**config.mk**
```make
export PLATFORM = sky130hd
export DESIGN_NAME = fcvt_w_s_seq
export DESIGN_NICKNAME = d
export VERILOG_FILES = /design/src/rtl/fcvt_w_s_seq.sv
export SDC_FILE = /design/constraint.sdc
export NUM_CORES = 1
export LEC_CHECK = 0
export CORE_MARGIN = 10
export CORE_UTILIZATION = 50
export DETAILED_ROUTE_END_ITERATION = 10
export GPL_TIMING_DRIVEN = 0
export PLACE_DENSITY_LB_ADDON = 0.1
export SLEW_MARGIN = 30
export SYNTH_ARGS = -nofsm -noshare
export SYNTH_HDL_FRONTEND = slang
export SYNTH_SLANG_ARGS = --single-unit
```
**constraint.sdc**
```tcl
create_clock -name clk -period 6.2 [get_ports clk]
set_input_delay 0.62 -clock clk [delete_from_list [all_inputs] [get_ports clk]]
set_output_delay 0.62 -clock clk [all_outputs]
set_load 0.005 [all_outputs]
```
**src/rtl/fcvt_w_s_seq.sv**
```systemverilog
// fcvt_w_s_seq: sequential single-precision float to 32-bit integer
// converter (FCVT.W.S / FCVT.WU.S). One operand is taken in IDLE, then
// UNPACK -> ALIGN -> ROUND each take one cycle, and the result is held in
// DONE until the consumer accepts it.
//
// Handshake: a transfer happens on a rising edge where valid and ready are
// both high. in_ready is high only in IDLE; out_valid is high only in DONE
// and int_out/fflags stay stable until out_ready is seen.
module fcvt_w_s_seq #(
  parameter int XLEN = 32,
  parameter int FLEN = 32
) (
  input  logic            clk,
  input  logic            rst_n,
  input  logic            in_valid,
  output logic            in_ready,
  input  logic [FLEN-1:0] float_in,
  input  logic [2:0]      rm,
  input  logic            is_unsigned,
  output logic            out_valid,
  input  logic            out_ready,
  output logic [XLEN-1:0] int_out,
  output logic [4:0]      fflags
);

  typedef enum logic [2:0] {
    S_IDLE   = 3'd0,
    S_UNPACK = 3'd1,
    S_ALIGN  = 3'd2,
    S_ROUND  = 3'd3,
    S_DONE   = 3'd4
  } state_t;

  // state is the observable FSM state for checkers bound to this module
  state_t state;
  state_t state_nxt;

  // captured operand
  logic [31:0]       op_q;
  logic [2:0]        rm_q;
  logic              uns_q;

  // unpacked fields
  logic              sign_q;
  logic              is_nan_q;
  logic              is_inf_q;
  logic              is_sub_q;
  logic              frac_nz_q;
  logic signed [8:0] e_q;
  logic [23:0]       sig_q;

  // aligned magnitude with guard/sticky; big_q marks |x| >= 2^32
  logic [31:0]       mag_q;
  logic              g_q;
  logic              s_q;
  logic              big_q;

  // unpack stage combinational values
  logic signed [8:0] u_e;
  logic              u_exp_max;
  logic              u_exp_zero;
  logic              u_frac_nz;

  // align stage combinational values
  logic [31:0]       a_mag;
  logic              a_g;
  logic              a_s;
  logic              a_big;
  logic [48:0]       a_tmp;
  logic [4:0]        a_lsh;
  logic [4:0]        a_rsh;

  // round stage combinational values
  logic              r_inc;
  logic              r_nv;
  logic              r_inexact;
  logic [32:0]       r_mag;
  logic [31:0]       r_res;
  logic [4:0]        r_flags;

  // state register
  always_ff @(posedge clk or negedge rst_n) begin
    if (!rst_n) state <= S_IDLE;
    else        state <= state_nxt;
  end

  // next-state logic: fixed walk through the pipeline steps
  always_comb begin
    state_nxt = state;
    case (state)
      S_IDLE:   if (in_valid) state_nxt = S_UNPACK;
      S_UNPACK: state_nxt = S_ALIGN;
      S_ALIGN:  state_nxt = S_ROUND;
      S_ROUND:  state_nxt = S_DONE;
      S_DONE:   if (out_ready) state_nxt = S_IDLE;
      default:  state_nxt = S_IDLE;
    endcase
  end

  // handshake outputs decoded from the state register
  always_comb begin
    in_ready  = (state == S_IDLE);
    out_valid = (state == S_DONE);
  end

  // split the operand into sign, unbiased exponent and class
  always_comb begin
    u_exp_max  = (op_q[30:23] == 8'hFF);
    u_exp_zero = (op_q[30:23] == 8'h00);
    u_frac_nz  = (op_q[22:0] != 23'd0);
    u_e        = $signed({1'b0, op_q[30:23]}) - 9'sd127;
  end

  // place {1,frac} as integer part plus guard and sticky
  always_comb begin
    a_mag = 32'd0;
    a_g   = 1'b0;
    a_s   = 1'b0;
    a_big = 1'b0;
    a_tmp = 49'd0;
    a_lsh = e_q[4:0] - 5'd23;
    a_rsh = 5'd23 - e_q[4:0];
    if (is_sub_q) begin
      // subnormals and zero lie below 2^-126, so only sticky can be set
      a_s = frac_nz_q;
    end else if (e_q < 9'sd0) begin
      if (e_q == -9'sd1) begin
        // value in [0.5,1): the hidden one is the guard bit
        a_g = 1'b1;
        a_s = frac_nz_q;
      end else begin
        a_s = 1'b1;
      end
    end else if (e_q >= 9'sd32) begin
      a_big = 1'b1;
    end else if (e_q >= 9'sd23) begin
      a_mag = {8'd0, sig_q} << a_lsh;
    end else begin
      a_tmp = {sig_q, 25'd0} >> a_rsh;
      a_mag = {8'd0, a_tmp[48:25]};
      a_g   = a_tmp[24];
      a_s   = |a_tmp[23:0];
    end
  end

  // rounding increment, sign application, saturation and flags
  always_comb begin
    case (rm_q)
      3'b000:  r_inc = g_q & (s_q | mag_q[0]);
      3'b010:  r_inc = sign_q & (g_q | s_q);
      3'b011:  r_inc = ~sign_q & (g_q | s_q);
      3'b100:  r_inc = g_q;
      default: r_inc = 1'b0;
    endcase
    r_mag     = {1'b0, mag_q} + {32'd0, r_inc};
    r_inexact = g_q | s_q;
    r_nv      = 1'b0;
    r_res     = 32'd0;
    if (is_nan_q) begin
      r_nv  = 1'b1;
      r_res = uns_q ? 32'hFFFF_FFFF : 32'h7FFF_FFFF;
    end else if (is_inf_q || big_q) begin
      r_nv = 1'b1;
      if (sign_q) r_res = uns_q ? 32'h0000_0000 : 32'h8000_0000;
      else        r_res = uns_q ? 32'hFFFF_FFFF : 32'h7FFF_FFFF;
    end else if (uns_q) begin
      if (sign_q) begin
        // any negative value that rounds away from zero is invalid
        r_nv  = (r_mag != 33'd0);
        r_res = 32'd0;
      end else if (r_mag[32]) begin
        r_nv  = 1'b1;
        r_res = 32'hFFFF_FFFF;
      end else begin
        r_res = r_mag[31:0];
      end
    end else begin
      if (sign_q) begin
        if (r_mag > 33'h0_8000_0000) begin
          r_nv  = 1'b1;
          r_res = 32'h8000_0000;
        end else begin
          r_res = 32'd0 - r_mag[31:0];
        end
      end else if (r_mag > 33'h0_7FFF_FFFF) begin
        r_nv  = 1'b1;
        r_res = 32'h7FFF_FFFF;
      end else begin
        r_res = r_mag[31:0];
      end
    end
    r_flags = {r_nv, 3'b000, r_inexact & ~r_nv};
  end

  // datapath registers loaded by the step that produces them
  always_ff @(posedge clk or negedge rst_n) begin
    if (!rst_n) begin
      op_q      <= 32'd0;
      rm_q      <= 3'd0;
      uns_q     <= 1'b0;
      sign_q    <= 1'b0;
      is_nan_q  <= 1'b0;
      is_inf_q  <= 1'b0;
      is_sub_q  <= 1'b0;
      frac_nz_q <= 1'b0;
      e_q       <= 9'sd0;
      sig_q     <= 24'd0;
      mag_q     <= 32'd0;
      g_q       <= 1'b0;
      s_q       <= 1'b0;
      big_q     <= 1'b0;
      int_out   <= '0;
      fflags    <= 5'd0;
    end else begin
      case (state)
        S_IDLE: begin
          if (in_valid) begin
            op_q  <= float_in;
            rm_q  <= rm;
            uns_q <= is_unsigned;
          end
        end
        S_UNPACK: begin
          sign_q    <= op_q[31];
          is_nan_q  <= u_exp_max & u_frac_nz;
          is_inf_q  <= u_exp_max & ~u_frac_nz;
          is_sub_q  <= u_exp_zero;
          frac_nz_q <= u_frac_nz;
          e_q       <= u_e;
          sig_q     <= {1'b1, op_q[22:0]};
        end
        S_ALIGN: begin
          mag_q <= a_mag;
          g_q   <= a_g;
          s_q   <= a_s;
          big_q <= a_big;
        end
        S_ROUND: begin
          int_out <= r_res;
          fflags  <= r_flags;
        end
        default: ;
      endcase
    end
  end

endmodule

```
Word-level counts from Yosys, hierarchy flattened
Index checks and enable logic that the tools add are counted.
{"block": "op_classes", "addsub": 5, "magnitude_cmp": 5, "eq_ne": 11, "n_shift": 2, "n_mux": 40, "n_bitwise": 11, "reduce_logical": 9}
{"cell": "$mux W32", "n": 15}
{"cell": "$shr A49 B5 Y49", "n": 1}
{"cell": "$add A32 B1 Y33", "n": 1}
{"cell": "$gt A33 B31 Y1 const B", "n": 1}
{"cell": "$gt A33 B32 Y1 const B", "n": 1}
{"cell": "$reduce_bool A33 Y1", "n": 1}
{"cell": "$shl A24 B5 Y32", "n": 1}
{"cell": "$sub A1 B32 Y32 const A", "n": 1}
{"cell": "$reduce_or A24 Y1", "n": 1}
{"cell": "$reduce_bool A23 Y1", "n": 1}
{"cell": "$mux W1", "n": 21}
{"cell": "$pmux W3 S5", "n": 1}
{"cell": "$eq A3 B2 Y1 const B", "n": 4}
{"cell": "$eq A9 B1 Y1 const B", "n": 1}
{"cell": "$ge A9 B6 Y1 const B", "n": 1}
{"cell": "$ge A9 B7 Y1 const B", "n": 1}
{"cell": "$lt A9 B1 Y1 const B", "n": 1}
{"cell": "$sub A8 B7 Y9 const B", "n": 1}
{"cell": "$eq A8 B8 Y1 const B", "n": 1}
{"cell": "$logic_not A8 Y1", "n": 1}
{"cell": "$and A1 B1 Y1", "n": 6}
{"cell": "$eq A3 B3 Y1 const B", "n": 2}
{"cell": "$logic_not A3 Y1", "n": 2}
{"cell": "$mux W3", "n": 2}
{"cell": "other kinds (10)", "n": 14}
{"block": "totals", "regBits": 146, "output_inout_bits": 39, "word_cells": 100}

Logic depth before layout (Yosys ltp)
{"block": "logic_depth", "ltp_word": 12, "mapped_depth": 19, "depth_no_buf": 17}

Least setup slack after synthesis
No wires, ideal clock.
{"block": "synth_timing", "kind": "reg-to-reg", "startpoint": "register sign_q", "endpoint": "register int_out[31]", "arrival_time_ps": 4612, "setup_slack_ps": 1510, "stages_incl_launch_ff": 18, "n_path_buf": 1, "period_less_slack_ps": 4690, "path_cell_list": "dfrtp_1 inv_1 mux2_2 o32a_1 nor2_1 ha_1 ha_1 nand3_1 buf_2 nor4_1 xnor2_1 and2_1 nand3_1 or4b_4 or4_4 nor2_2 mux2_1 a21oi_1"}
{"block": "synth_between", "elab_chain_len": 10, "word_cells_on_any_way": 17, "classes_between": "add/sub (2); order compare (2); mux (10); bitwise (3)"}
{"item": "start: declaration", "line_no": "44", "rtl": "logic sign_q;"}
{"item": "start signal: assignment", "line_no": "224", "rtl": "sign_q <= op_q[31];"}
{"item": "$not A1 Y1", "line_no": "151", "rtl": "3'b011: r_inc = ~sign_q & (g_q | s_q);"}
{"item": "$and A1 B1 Y1", "line_no": "151"}
{"item": "$pmux W1 S4", "line_no": "148", "rtl": "case (rm_q)"}
{"item": "$add A32 B1 Y33", "line_no": "155", "rtl": "r_mag = {1'b0, mag_q} + {32'd0, r_inc};"}
{"item": "$sub A1 B32 Y32, or another cell as far along", "line_no": "183", "rtl": "r_res = 32'd0 - r_mag[31:0];"}
{"item": "$mux W32 (on tied branches)", "line_no": "179, 185"}
{"item": "$mux W32", "line_no": "178", "rtl": "if (sign_q) begin"}
{"item": "$mux W32", "line_no": "166", "rtl": "end else if (uns_q) begin"}
{"item": "$mux W32 *", "line_no": "162", "rtl": "end else if (is_inf_q || big_q) begin"}
{"item": "$mux W32 *", "line_no": "159", "rtl": "if (is_nan_q) begin"}
{"item": "end signal: assignment", "line_no": "239", "rtl": "int_out <= r_res;"}
{"item": "end: declaration", "line_no": "22", "rtl": "output logic [XLEN-1:0] int_out,"}
Mark *: on every way between the ends. The rest lies on a longest branch, timed or not.
A chain may end at the register's enable or synchronous reset.

Worst setup path after layout
{"block": "layout_timing", "startpoint": "register sign_q", "endpoint": "register int_out[13]"}
Same word-level chain as after synthesis.

==> results.ini <==
[setup_path]
worst_ep_required_time_ns = 6.49
worstPathArrival_ns = 6.30
path_buf_inv = 2
critPathTopFamily = simple AND/OR/NAND/NOR gates
critPathMaxStageDelay_ns = 0.81
worstSetupEndpointType = flop
cp-start-kind = flop
crit_type = flop to flop
critPathMaxFanout = 10
path_common_cell = nand4_1
crit_chain = inv_1, mux2_2, o32a_1, nor2_1, ha_1, nand4_1, nor3_2, nand3_1, xnor2_1, nor4b_1, nand4_1, nand2_1, a21boi_1, clkbuf_1, a31oi_1
reg2reg_slack_ns = 0.19
critPathSlowestCell = a21boi_1

[cts]
cts_resized = 0
postCtsSetupBuffers = 0
clk_pin_slew_ns = 0.07
ctsHoldBuffers = 0
cts_tree = done
clockBufferDepth = 2
root_buffer = clkbuf_16
cts_buffers = 17
cts_sinks = 146
clkLatencyLatePin_ns = 0.44
htree_num_levels = 4

[route]
vias = 11180
wl_um = 39640
drtPass1Iterations = 5
ant_nets = 0
drtIter0Drc = 1213
wl_per_cell_um = 22.70
vias_per_cell = 6.403
post-route-drc-count = 0

[yosys]
synth_edf_count = 0
synth_area_leaders = dfrtp_1 (33%), nand2_1 (8.7%), mux4_2 (5.3%)
yosys.cell_count.top_type = nand2_1
synth.avg_cell_area_um2 = 8.132
seq_area_frac_synth = 0.3313
synth-seq-cells = 146
ys_warn_count = 0
yosysUniqueCellTypes = 82
synthesis.instances = 1356
synth_top_area_cell = dfrtp_1
syn_area_um2 = 11030
synth_common_cells = nand2_1 (256), dfrtp_1 (146), o21ai_0 (116)
synthFlopType = dfrtp_1
async_flop_share = 1.000
yosysTopAreaCellShare = 0.3313

[timing]
clock_skew_ns = 0.02187
min_period_ns = 6.014
drv_slew = 0
setup_viol = 0
post-route-period-util = 0.9700
rsz0062_at_grt = false
worst_slew_pin_slew_ns = 0.9480
setup_slack_ns = 0.1858
hold_violations = 0
slew_headroom = 0.3666
fmax_ghz = 0.1663

[global_route]
gr-max-usage-layer = met2
grt-ovfl-total = 0
grt_use_met3 = 0.04145
track_usage = 0.2721
met2_usage = 0.4414
antenna_found_initial = 0
grt_pass1_wl_um = 62040
grt_pass1_vias = 10862
met1_usage = 0.3638
grt_max_degree = 81

[floorplanning]
dieArea_um2 = 28390
top_level_ports = 79
die_w_um = 168.5
coreArea_um2 = 21760
start_util = 0.5068
rows = 54
die_h_um = 168.5

[final_layout]
postLayoutCoreUtil = 0.5887
num-fill-cells = 2018
fin_area_um2 = 12810
layout-drive-gt1-share = 0.1044
multiInputGateArea_um2 = 6893
syn_to_final_growth_pct = 16.15
fin_cells = 1746
diodes = 0
regArea_um2 = 3654
fin_nets = 1504

[power_and_ir_drop]
p_leak_uw = 0.005110
vdd_drop_max_mv = 0.2696
p_per_area_nw_per_um2 = 704.2

[hold_path]
hp-class = primary input to async pin

[placed_design]
pre_cts_slack_ns = 0.1002
dp.cells = 1714
dpl.hpwl_um = 30780
portBuffers = 75
gp_congestion = 0.9962
placed_area_um2 = 12170

[job]
cap_violations = 0

[outcome]
status = complete, no violations

## sequential cells by signal, indices dropped and copies added (netlist names), 2 cells and up
name,flops
int_out,32
fflags,2
rm_q,3
state,3
sig_q,24
mag_q,32
op_q,32
e_q,9
## final cells by class
cell class / instances / area share
Buffer: 100 / 0.03214
Timing Repair Buffer: 76 / 0.06116
Sequential cell: 146 / 0.2853
Clock buffer: 17 / 0.03322
Inverter: 26 / 0.007620
Tap cell: 280 / 0.02735
Clock inverter: 15 / 0.01504
Multi-Input combinational cell: 1086 / 0.5382
## kinds of logic after synthesis
kind of cell    share of synthesized area
xor+xnor                          0.03892
fa+ha+maj                         0.01248
flops                              0.3313
compound gates                     0.1949
buf+inv                           0.04607
other cells                     0.0003401
simple gates                       0.2472
mux                                0.1287
## path summary, 6_finish.rpt
| kind | startpoint | to | cells after the start |
|---|---|---|---|
| max reg2reg | sign_q | int_out[13] | 15 |
| min reg2reg | op_q[31] | sign_q | 2 |
| max in group asynchronous | rst_n | sig_q[8] | 2 |
| min in group clk | op_q[31] | sign_q | 2 |
| min | rst_n | mag_q[26] | 1 |
| max | sign_q | int_out[13] | 15 |
## cells in the final DEF (no fill, tap or decap), types with 35 or more instances in the layout
| cell | count |
|---|---|
| nor2_1 | 84 |
| o21ai_0 | 116 |
| nand3_1 | 49 |
| clkbuf_1 | 68 |
| clkdlybuf4s50_1 | 74 |
| dfrtp_1 | 146 |
| a21oi_1 | 84 |
| mux2_2 | 41 |
| mux2i_1 | 35 |
| nand2_1 | 256 |
## power by group
part | switching [uW] | total, uW | internal, uW | leakage, uW
clock | 512 | 1100 | 583 | 0.000295
combinational | 3700 | 6010 | 2310 | 0.00300
sequential | 524 | 1920 | 1390 | 0.00182
## per-stage QoR
| step | hold WS [ns] | TNS (ns) | power, uW |
|---|---|---|---|
| floorplan | 0.3244 | 0 | 5839 |
| global placement | 0.4701 | -221.60 | 7692 |
| detailed placement | 0.4835 | 0 | 7731 |
| CTS | 0.1617 | 0 | 8852 |
| global route | 0.1757 | 0 | 9625 |
| finish | 0.1490 | 0 | 9020 |
## metal layers
layer	part of all wire	wire length (um)
met2	0.47	18680
met3	0.070	2765
met1	0.43	17200
met4	0.025	993
met5	0	0
Power figures use the tool's default switching activity.
